`src/rtl/udp_pkt_gen.sv`:
```
// Packet-stream source for the UDP/IP transmit user interface (sop/eop/vld/mty, tx_rdy backpressure).
// Define UDP_PKT_GEN_PRBS_EN for an LFSR payload instead of the incrementing-word payload.
module udp_pkt_gen #(
  parameter int DATA_W = 16,
  parameter int MTY_W  = 1,
  parameter int LEN_W  = 16,
  parameter int GAP_W  = 8,
  parameter int NUM_W  = 16
) (
  input  logic              clk,
  input  logic              rst_n,
  input  logic              start,
  input  logic              stop,
  input  logic [LEN_W-1:0]  cfg_len,
  input  logic [GAP_W-1:0]  cfg_gap,
  input  logic [NUM_W-1:0]  cfg_num,
  input  logic [DATA_W-1:0] cfg_seed,
  input  logic              tx_rdy,
  output logic [DATA_W-1:0] tx_data,
  output logic              tx_sop,
  output logic              tx_eop,
  output logic              tx_vld,
  output logic [MTY_W-1:0]  tx_mty,
  output logic              busy,
  output logic [NUM_W-1:0]  pkt_cnt,
  output logic              done
);
  localparam int B = DATA_W / 8;
  localparam logic [LEN_W:0] C_B = (LEN_W+1)'(B);

  typedef enum logic [1:0] {S_IDLE, S_SEND, S_GAP} state_t;
  state_t r_state, w_state_nxt;

  logic [LEN_W-1:0]  r_nbeats, r_beat;
  logic [MTY_W-1:0]  r_mty;
  logic [GAP_W-1:0]  r_gap, r_gap_cnt;
  logic [NUM_W-1:0]  r_num, r_pkt_cnt;
  logic [DATA_W-1:0] r_seed;
  logic              r_stop_pend;

  logic [LEN_W-1:0]  w_len;
  logic [LEN_W:0]    w_len_x, w_nb_x;
  logic              w_send, w_last_beat, w_eop_acc, w_final;
  logic [NUM_W-1:0]  w_cnt_inc;
  logic [DATA_W-1:0] w_word;

  // Beat count and eop padding are fixed per run, so derive them once at start.
  assign w_len   = (cfg_len == '0) ? LEN_W'(1) : cfg_len;
  assign w_len_x = {1'b0, w_len};
  assign w_nb_x  = (w_len_x + C_B - 1'b1) / C_B;

  assign w_send      = (r_state == S_SEND);
  assign w_last_beat = (r_beat == r_nbeats - 1'b1);
  assign w_eop_acc   = w_send && tx_rdy && w_last_beat;
  assign w_cnt_inc   = r_pkt_cnt + 1'b1;
  assign w_final     = (r_num != '0) && (w_cnt_inc == r_num);

`ifdef UDP_PKT_GEN_PRBS_EN
  localparam int REP = (DATA_W + 15) / 16;
  logic [15:0] r_lfsr;

  function automatic logic [15:0] lfsr_seed(input logic [DATA_W-1:0] s);
    logic [15:0] v;
    v = 16'(s);
    return (v == 16'h0) ? 16'hFFFF : v;
  endfunction

  // x^16+x^14+x^13+x^11+1, Fibonacci form shifting towards the MSB
  always_ff @(posedge clk) begin
    if (!rst_n)
      r_lfsr <= '0;
    else if (r_state == S_IDLE && start)
      r_lfsr <= lfsr_seed(cfg_seed);
    else if (w_eop_acc)
      r_lfsr <= lfsr_seed(r_seed);
    else if (w_send && tx_rdy)
      r_lfsr <= {r_lfsr[14:0], r_lfsr[15] ^ r_lfsr[13] ^ r_lfsr[12] ^ r_lfsr[10]};
  end

  assign w_word = DATA_W'({REP{r_lfsr}});
`else
  logic [DATA_W-1:0] r_data;

  always_ff @(posedge clk) begin
    if (!rst_n)
      r_data <= '0;
    else if (r_state == S_IDLE && start)
      r_data <= cfg_seed;
    else if (w_eop_acc)
      r_data <= r_seed;
    else if (w_send && tx_rdy)
      r_data <= r_data + 1'b1;
  end

  assign w_word = r_data;
`endif

  always_ff @(posedge clk) begin
    if (!rst_n) begin
      r_nbeats    <= '0;
      r_mty       <= '0;
      r_gap       <= '0;
      r_num       <= '0;
      r_seed      <= '0;
      r_beat      <= '0;
      r_gap_cnt   <= '0;
      r_pkt_cnt   <= '0;
      r_stop_pend <= 1'b0;
    end else begin
      if (r_state == S_IDLE && start) begin
        r_nbeats    <= LEN_W'(w_nb_x);
        r_mty       <= MTY_W'(w_nb_x * C_B - w_len_x);
        r_gap       <= cfg_gap;
        r_num       <= cfg_num;
        r_seed      <= cfg_seed;
        r_beat      <= '0;
        r_pkt_cnt   <= '0;
        r_stop_pend <= 1'b0;
      end
      if (w_send) begin
        if (stop) r_stop_pend <= 1'b1;
        if (tx_rdy) begin
          if (w_last_beat) begin
            r_beat    <= '0;
            r_pkt_cnt <= w_cnt_inc;
          end else begin
            r_beat <= r_beat + 1'b1;
          end
        end
      end
      r_gap_cnt <= (r_state == S_GAP) ? r_gap_cnt + 1'b1 : '0;
    end
  end

  always_ff @(posedge clk) begin
    if (!rst_n) r_state <= S_IDLE;
    else        r_state <= w_state_nxt;
  end

  always_comb begin
    w_state_nxt = r_state;
    case (r_state)
      S_IDLE: if (start) w_state_nxt = S_SEND;
      S_SEND: begin
        // A stop arriving on the eop cycle itself still ends the run here.
        if (tx_rdy && w_last_beat) begin
          if (w_final || r_stop_pend || stop) w_state_nxt = S_IDLE;
          else if (r_gap == '0)              w_state_nxt = S_SEND;
          else                               w_state_nxt = S_GAP;
        end
      end
      S_GAP: begin
        if (stop)                                w_state_nxt = S_IDLE;
        else if (r_gap_cnt == r_gap - 1'b1)      w_state_nxt = S_SEND;
      end
      default: w_state_nxt = S_IDLE;
    endcase
  end

  always_comb begin
    tx_vld  = w_send;
    tx_sop  = w_send && (r_beat == '0);
    tx_eop  = w_send && w_last_beat;
    tx_mty  = (w_send && w_last_beat) ? r_mty : '0;
    tx_data = w_send ? w_word : '0;
    busy    = (r_state != S_IDLE);
    done    = w_eop_acc && w_final;
  end

  assign pkt_cnt = r_pkt_cnt;

endmodule

```
`config.mk`:
```
export PLATFORM = sky130hd
export DESIGN_NAME = udp_pkt_gen
export DESIGN_NICKNAME = d
export VERILOG_FILES = /design/src/rtl/udp_pkt_gen.sv
export SDC_FILE = /design/constraint.sdc
export NUM_CORES = 1
export LEC_CHECK = 0
export ABC_CLOCK_PERIOD_IN_PS = 2900
export CAP_MARGIN = 40
export CORE_MARGIN = 5
export CORE_UTILIZATION = 45
export DETAILED_ROUTE_END_ITERATION = 16
export PLACE_DENSITY = 0.71
export SLEW_MARGIN = 20
export SYNTH_ARGS = -nofsm -noshare
export SYNTH_HDL_FRONTEND = slang
export SYNTH_SLANG_ARGS = --single-unit
export TNS_END_PERCENT = 100
```
`constraint.sdc`:
```
create_clock -name clk -period 2.9 [get_ports clk]
set_input_delay 0.58 -clock clk [delete_from_list [all_inputs] [get_ports clk]]
set_output_delay 0.58 -clock clk [all_outputs]
set_load 0.01 [all_outputs]
```
==> results of run 1 <==
-- layer usage --
layer	share of wire	up-vias
met3	0.064	47
met1	0.44	3408
met2	0.48	268
met5	0	-
met4	0.021	0
li1	-	3513
-- cells by family after synthesis --
family                   count (synthesis)
AND/OR/NAND/NOR                        367
AO/OA/AOI/OAI                          196
flip-flops                             116
XOR/XNOR                                83
buffers and inverters                   79
multiplexers                            21
adder cells (fa/ha/maj)                  7
-- path summary, 6_finish.rpt --
kind,start,endpoint,slack (ps),cells past startpoint
worst min-delay path,r_seed[8],r_seed[8],450,2
worst min register to register,r_seed[8],r_seed[8],450,2
worst max-delay path,r_nbeats[10],tx_mty,-640,8
worst max register to register,r_nbeats[10],pkt_cnt[15],-290,11
-- cell type report --
| cell class | count | area [um2] | area share |
|---|---|---|---|
| multi-input cells | 674 | 4370 | 0.444 |
| flip-flops and latches | 116 | 2320 | 0.236 |
| repair buffers | 229 | 2220 | 0.226 |
| clock buffers | 18 | 439 | 0.0447 |
| well taps | 188 | 235 | 0.0239 |
| clock inverters | 14 | 175 | 0.0178 |
| inverters | 19 | 71.3 | 0.00726 |
-- repair_timing --
item,4_1_cts,5_1_grt
endpoints found under the setup margin,52,54
pin swaps,34,3
cloned,8,0
resized for setup,42,4
hold endpoints to repair,0,0
setup buffers,6,1
hold buffers,0,0
-- where the power goes --
group	internal (mW)	switching [mW]
registers	1.72	0.114
clock network	1.38	0.800
logic	0.592	0.666
total	3.69	1.58
-- cells in the final DEF, fill, tap and decap left out, types with 5 or more instances in the layout --
master | synthesis | routed
inv_1 | 19 | 18
nand2_1 | 123 | 122
buf_12 | 0 | 6
and2_1 | 18 | 16
buf_16 | 0 | 7
nor3_1 | 15 | 14
nand3_1 | 44 | 40
nor4_1 | 22 | 21
buf_6 | 2 | 5
nor2_1 | 52 | 51
mux2i_1 | 20 | 20
nand2b_1 | 8 | 8
clkdlybuf4s50_1 | 0 | 94
clkbuf_16 | 0 | 17
a211oi_2 | 0 | 7
o22ai_1 | 19 | 18
ha_1 | 7 | 7
and3_1 | 19 | 18
a31oi_1 | 25 | 24
a21oi_1 | 51 | 51
or3_1 | 15 | 15
nand4_1 | 16 | 16
o21ai_0 | 14 | 14
a21boi_0 | 17 | 17
xor2_1 | 27 | 27
buf_4 | 1 | 115
xnor2_1 | 55 | 55
a211oi_1 | 22 | 15
dfxtp_1 | 116 | 115
a21o_1 | 7 | 7
-- flip-flops by register name, summed over array words and instances, names as in the netlist --
| signal | cells |
|---|---|
| r_beat | 16 |
| r_stop_pend | 1 |
| r_gap_cnt | 8 |
| r_gap | 8 |
| r_nbeats | 16 |
| r_mty | 1 |
| r_seed | 16 |
| r_num | 16 |
| r_state | 2 |
| pkt_cnt | 16 |
| r_data | 16 |
-- worst reg2reg max path: stages (launching register included) --
cell and delay, ps:
dfxtp_2 320, or4_4 550, or4_4 440, a211oi_2 270, o2111ai_2 170, nor4_4 340
buf_12 160, buf_4 110, buf_4 110, a211oi_1 90, buf_12 170, a221o_1 350
-- per-stage QoR --
stage	util	total power, mW	instance area [um2]	TNS [ps]	setup slack, ps
floorplan	-	2.55	6910	-63.0	-30.4
global placement	0.583	3.03	8790	-3880	-539
detailed placement	0.583	3.05	8790	-5880	-592
CTS	0.650	5.26	9800	-10270	-687
global route	0.651	5.49	9830	-15690	-703
finish	0.651	5.27	9830	-12290	-636
==> impl_metrics.py, run 1 <==
metrics = {
    "layout": {
        "final_nets": 1125,
        "layout.cells.non_filler": 1258,
        "diodes": 0,
        "drive_above_1_share": 0.196,
        "fill_cells": 1227,
        "areaGrowthSynthToFinish_pct": 43.3,
    },
    "floorplan": {
        "design.core.area_um2": 15100,
        "start_util": 0.455,
        "rows": 45,
        "die_area_um2": 17800,
        "dieHeight_um": 133,
        "die_w_um": 133,
        "ioPinCount": 99,
    },
    "sta": {
        "drv_slew": 0,
        "rsz0062_at_grt": "true",
        "whs_ps": 454,
        "tightest_slew_ps": 665,
        "hold_viol": 0,
        "slew_headroom": 0.553,
        "period_share": 1.22,
        "setup_viol_count_final": 52,
        "fmax_mhz": 283,
        "setup_slack_ps": -636,
        "period_needed_ps": 3540,
        "clock_skew_ps": 14.6,
    },
    "job": {
        "max_cap_viol_count": 0,
    },
    "synthesis": {
        "synth.distinct_cells": 67,
        "syn-num-nets": 937,
        "yosysMostFrequentCell": "nand2_1",
        "synth_compound_area_frac": 0.193,
        "synth_top_area_frac": 0.339,
        "synth_fa_ha_area_frac": 0.0128,
        "ys_top_cells_by_count": "nand2_1, dfxtp_1, xnor2_1",
        "yosysSeqAreaShare": 0.339,
        "syn_area_per_cell_um2": 7.89,
        "synth.area.mux_share": 0.0308,
        "synth_top_family_by_area": "simple AND/OR/NAND/NOR gates",
        "ys_ff_latch": 116,
        "yosys.area_share.simple": 0.270,
        "synth_flop_cell": "dfxtp_1",
        "synth.area.top_cells": "dfxtp_1, xnor2_1, nand2_1",
        "synth_cells": 869,
        "yosysTopAreaCell": "dfxtp_1",
        "async_reset_ff_frac": 0,
        "synthesis.area_um2": 6860,
        "synth_xor_area_frac": 0.108,
        "synth-edff-count": 0,
        "ys_warn_count": 0,
    },
    "worst_hold_path": {
        "min_path_type": "flop to flop",
    },
    "grt": {
        "grtUsageMet1": 0.303,
        "busiest_layer": "met2",
        "grt.overflow.total": 0,
        "grt_pass1_vias": 7028,
        "use_met2": 0.392,
        "track_usage": 0.236,
        "grt_max_degree": 62,
        "use_met3": 0.0502,
        "antenna_found_initial": 0,
        "grt_first_pass_wirelength_um": 34600,
    },
    "worst_setup_path": {
        "cp_top_family": "simple AND/OR/NAND/NOR gates",
        "cp_data_required_time_ps": 2320,
        "critPathKind": "flop to output port",
        "worstSetupEndpointType": "output port",
        "cp.arrival_ps": 2960,
        "path_cells": "or4_4 > or4_4 > a211oi_2 > o2111ai_2 > nor4_4 > buf_12 > and3_4 > buf_6",
        "cp_max_fo": 4,
        "cpMaxStageDelayCell": "or4_4",
        "critPathMaxStageDelay_ps": 550,
        "path_buf_inv": 2,
        "critPathLaunchType": "flop",
        "crit_top_cell": "or4_4",
    },
    "clock_tree": {
        "clockBufferDepth": 2,
        "cts_buffers": 17,
        "htreeDepth": 4,
        "clk_latency_ps": 420,
        "cts_tree": "yes",
        "cts-root-buf": "clkbuf_16",
        "cts_num_sinks": 116,
        "clk_pin_slew_worst_paths_ps": 60,
    },
    "route": {
        "drtIter0Drc": 521,
        "wl_per_cell_um": 17.0,
        "viasPerCell": 5.75,
        "ant_nets": 0,
        "vias": 7236,
        "drtPass1Iterations": 5,
        "post-route-drc-count": 0,
        "finalWirelength_um": 21300,
    },
    "outcome": {
        "status": "complete, but fails checks",
        "violations": "setup timing",
    },
    "power": {
        "leakage_nw": 3.89,
        "ir_drop_mv": 0.433,
        "p_per_area_nw_per_um2": 536,
    },
    "placement": {
        "port_buffers": 98,
        "place_inst": 1211,
        "place.gp.congestion": 0.891,
        "hpwl_um": 13900,
    },
}
No activity file was read; power rests on OpenSTA's default activity.
==> inputs of run 2 (changes only) <==
--- a/config.mk
+++ b/config.mk
@@ -8,8 +8,10 @@
 export ABC_CLOCK_PERIOD_IN_PS = 2900
 export CAP_MARGIN = 40
+export CELL_PAD_IN_SITES_DETAIL_PLACEMENT = 1
+export CELL_PAD_IN_SITES_GLOBAL_PLACEMENT = 1
 export CORE_MARGIN = 5
-export CORE_UTILIZATION = 45
+export CORE_UTILIZATION = 37
 export DETAILED_ROUTE_END_ITERATION = 16
-export PLACE_DENSITY = 0.71
+export PLACE_DENSITY_LB_ADDON = 0.1
 export SLEW_MARGIN = 20
 export SYNTH_ARGS = -nofsm -noshare
==> constraint.sdc (replaced) <==
create_clock -name clk -period 2.9 [get_ports clk]
set_input_delay 0.58 -clock clk [delete_from_list [all_inputs] [get_ports clk]]
set_output_delay 0.58 -clock clk [all_outputs]
set_load 0.02 [all_outputs]
==> impl_metrics.py, run 2 (synthesized netlist as in run 1, its figures left out) <==
metrics = {
    "sta": {
        "setup_viol_count_final": 53,
        "fmax_mhz": 276,
        "clock_skew_ps": 7.92,
        "period_share": 1.25,
        "drv_slew": 0,
        "slew_headroom": 0.364,
        "hold_viol": 0,
        "rsz0062_at_grt": "true",
        "setup_slack_ps": -718,
        "period_needed_ps": 3620,
        "tightest_slew_ps": 946,
    },
    "layout": {
        "final_common_cell": "buf_4",
        "areaGrowthSynthToFinish_pct": 48.8,
        "fill_cells": 2071,
        "mostFrequentLayoutCells": "buf_4, nand2_1, dfxtp_1",
        "final_nets": 1147,
        "multi_input_comb_area_um2": 4530,
        "drive_above_1_share": 0.228,
        "regArea_um2": 2330,
        "diodes": 0,
    },
    "grt": {
        "grt_max_degree": 47,
        "grt.overflow.total": 0,
        "antenna_found_initial": 0,
        "grt_pass1_vias": 8164,
        "track_usage": 0.248,
        "grt_first_pass_wirelength_um": 43100,
    },
    "worst_setup_path": {
        "rr_startpoint": "r_nbeats[10]",
        "cp_max_fo": 6,
        "critPathLaunchType": "flop",
        "setup.worst_path.start": "r_nbeats[10]",
        "cp_data_required_time_ps": 2320,
        "reg2reg_depth": 11,
        "cp.arrival_ps": 3040,
        "worstSetupEndpointType": "output port",
        "critPathKind": "flop to output port",
    },
    "power": {
        "switching_share": 0.311,
        "pwr-share-clk": 0.402,
        "p_switching_mw": 1.68,
        "leakage_nw": 4.02,
        "p_seq_frac": 0.340,
        "power_mw": 5.40,
        "p_per_area_nw_per_um2": 529,
        "p_comb_frac": 0.258,
        "ir_drop_mv": 0.414,
        "p_int_mw": 3.72,
    },
    "route": {
        "vias": 7620,
        "highest_layer": "met4",
        "met3_length_um": 1400,
        "drtIter0Drc": 405,
        "viasPerCell": 5.77,
        "post-route-drc-count": 0,
        "wl_met2_um": 13700,
        "ant_nets": 0,
        "drtPass1Iterations": 5,
        "drt-met1-wl_um": 11700,
        "wl_per_cell_um": 20.8,
        "finalWirelength_um": 27400,
    },
    "floorplan": {
        "rows": 49,
        "start_util": 0.379,
        "dieHeight_um": 146,
        "die_area_um2": 21400,
        "ioPinCount": 99,
        "design.core.area_um2": 18100,
        "die_w_um": 146,
    },
    "clock_tree": {
        "clk_pin_slew_worst_paths_ps": 60,
        "cts_hold_buf": 0,
        "clockBufferDepth": 2,
        "clk_latency_ps": 420,
        "cts_num_sinks": 116,
        "cts-root-buf": "clkbuf_16",
        "cts_buffers": 17,
        "cts_tree": "yes",
        "htreeDepth": 4,
    },
    "job": {
        "max_cap_viol_count": 0,
    },
    "outcome": {
        "violations": "setup timing",
        "status": "complete, but fails checks",
    },
    "placement": {
        "place.gp.congestion": 0.868,
        "post-place-ws_ps": -831,
        "port_buffers": 98,
        "hpwl_um": 17600,
    },
    "worst_hold_path": {
        "min_path_type": "flop to flop",
        "whs_path_depth": 2,
        "hp-start": "r_seed[2]",
    },
}
[run 2: area by class of cell]
type / instances / area share
clock buffer: 20 / 0.0438
inverter: 19 / 0.00699
timing repair buffer: 251 / 0.234
multi-input combinational: 674 / 0.444
tap: 229 / 0.0281
sequential: 116 / 0.228
clock inverter: 12 / 0.0153
[run 2: repair_timing]
action,in CTS,in global routing
gates cloned,7,1
buffers inserted,8,4
gates resized for setup,57,25
pin swaps,17,21
endpoints found under the hold margin,0,0
endpoints found under the setup margin,61,56
[run 2: worst max-delay path: stages, from the launching register on]
cell       delay, ps
dfxtp_2          320
or4_4            540
or3_4            400
a2111oi_4        390
o22ai_2          170
nor4_4           330
buf_6            180
nand2_2           70
nor2_4           100
buf_6            120
[run 2: worst paths after layout]
kind | to | slack, ps
setup reg to reg | r_beat[11] | -420
hold reg to reg | r_seed[2] | 460
hold / removal | r_seed[2] | 460
setup / recovery | done | -720
[run 2: routing by layer]
metal | vias to the layer above | track usage
met5 | - | 0
met4 | 0 | 0.0809
met3 | 54 | 0.0493
met2 | 240 | 0.426
met1 | 3751 | 0.311
li1 | 3575 | -
[run 2: power groups by stage]
stage                     clock network (mW)  logic, mW  registers, mW
after CTS                               2.19       1.36           1.83
after global placement                     0       1.23           1.85
final                                   2.17       1.39           1.84
after detailed placement                   0       1.29           1.86
after global routing                    2.28       1.51           1.85
after floorplan                            0      0.722           1.84
[run 2: per-stage QoR]
step,util,TNS (ps),hold slack [ps],instances,instance area (um2)
5_1_grt,0.564,-21240,474,1321,10200
3_3_place_gp,0.496,-4390,441,1270,8960
3_5_place_dp,0.496,-7670,451,1270,8960
2_1_floorplan,-,-148,436,869,6920
6_report,0.564,-18000,457,1321,10200
4_1_cts,0.553,-13550,459,1316,10000
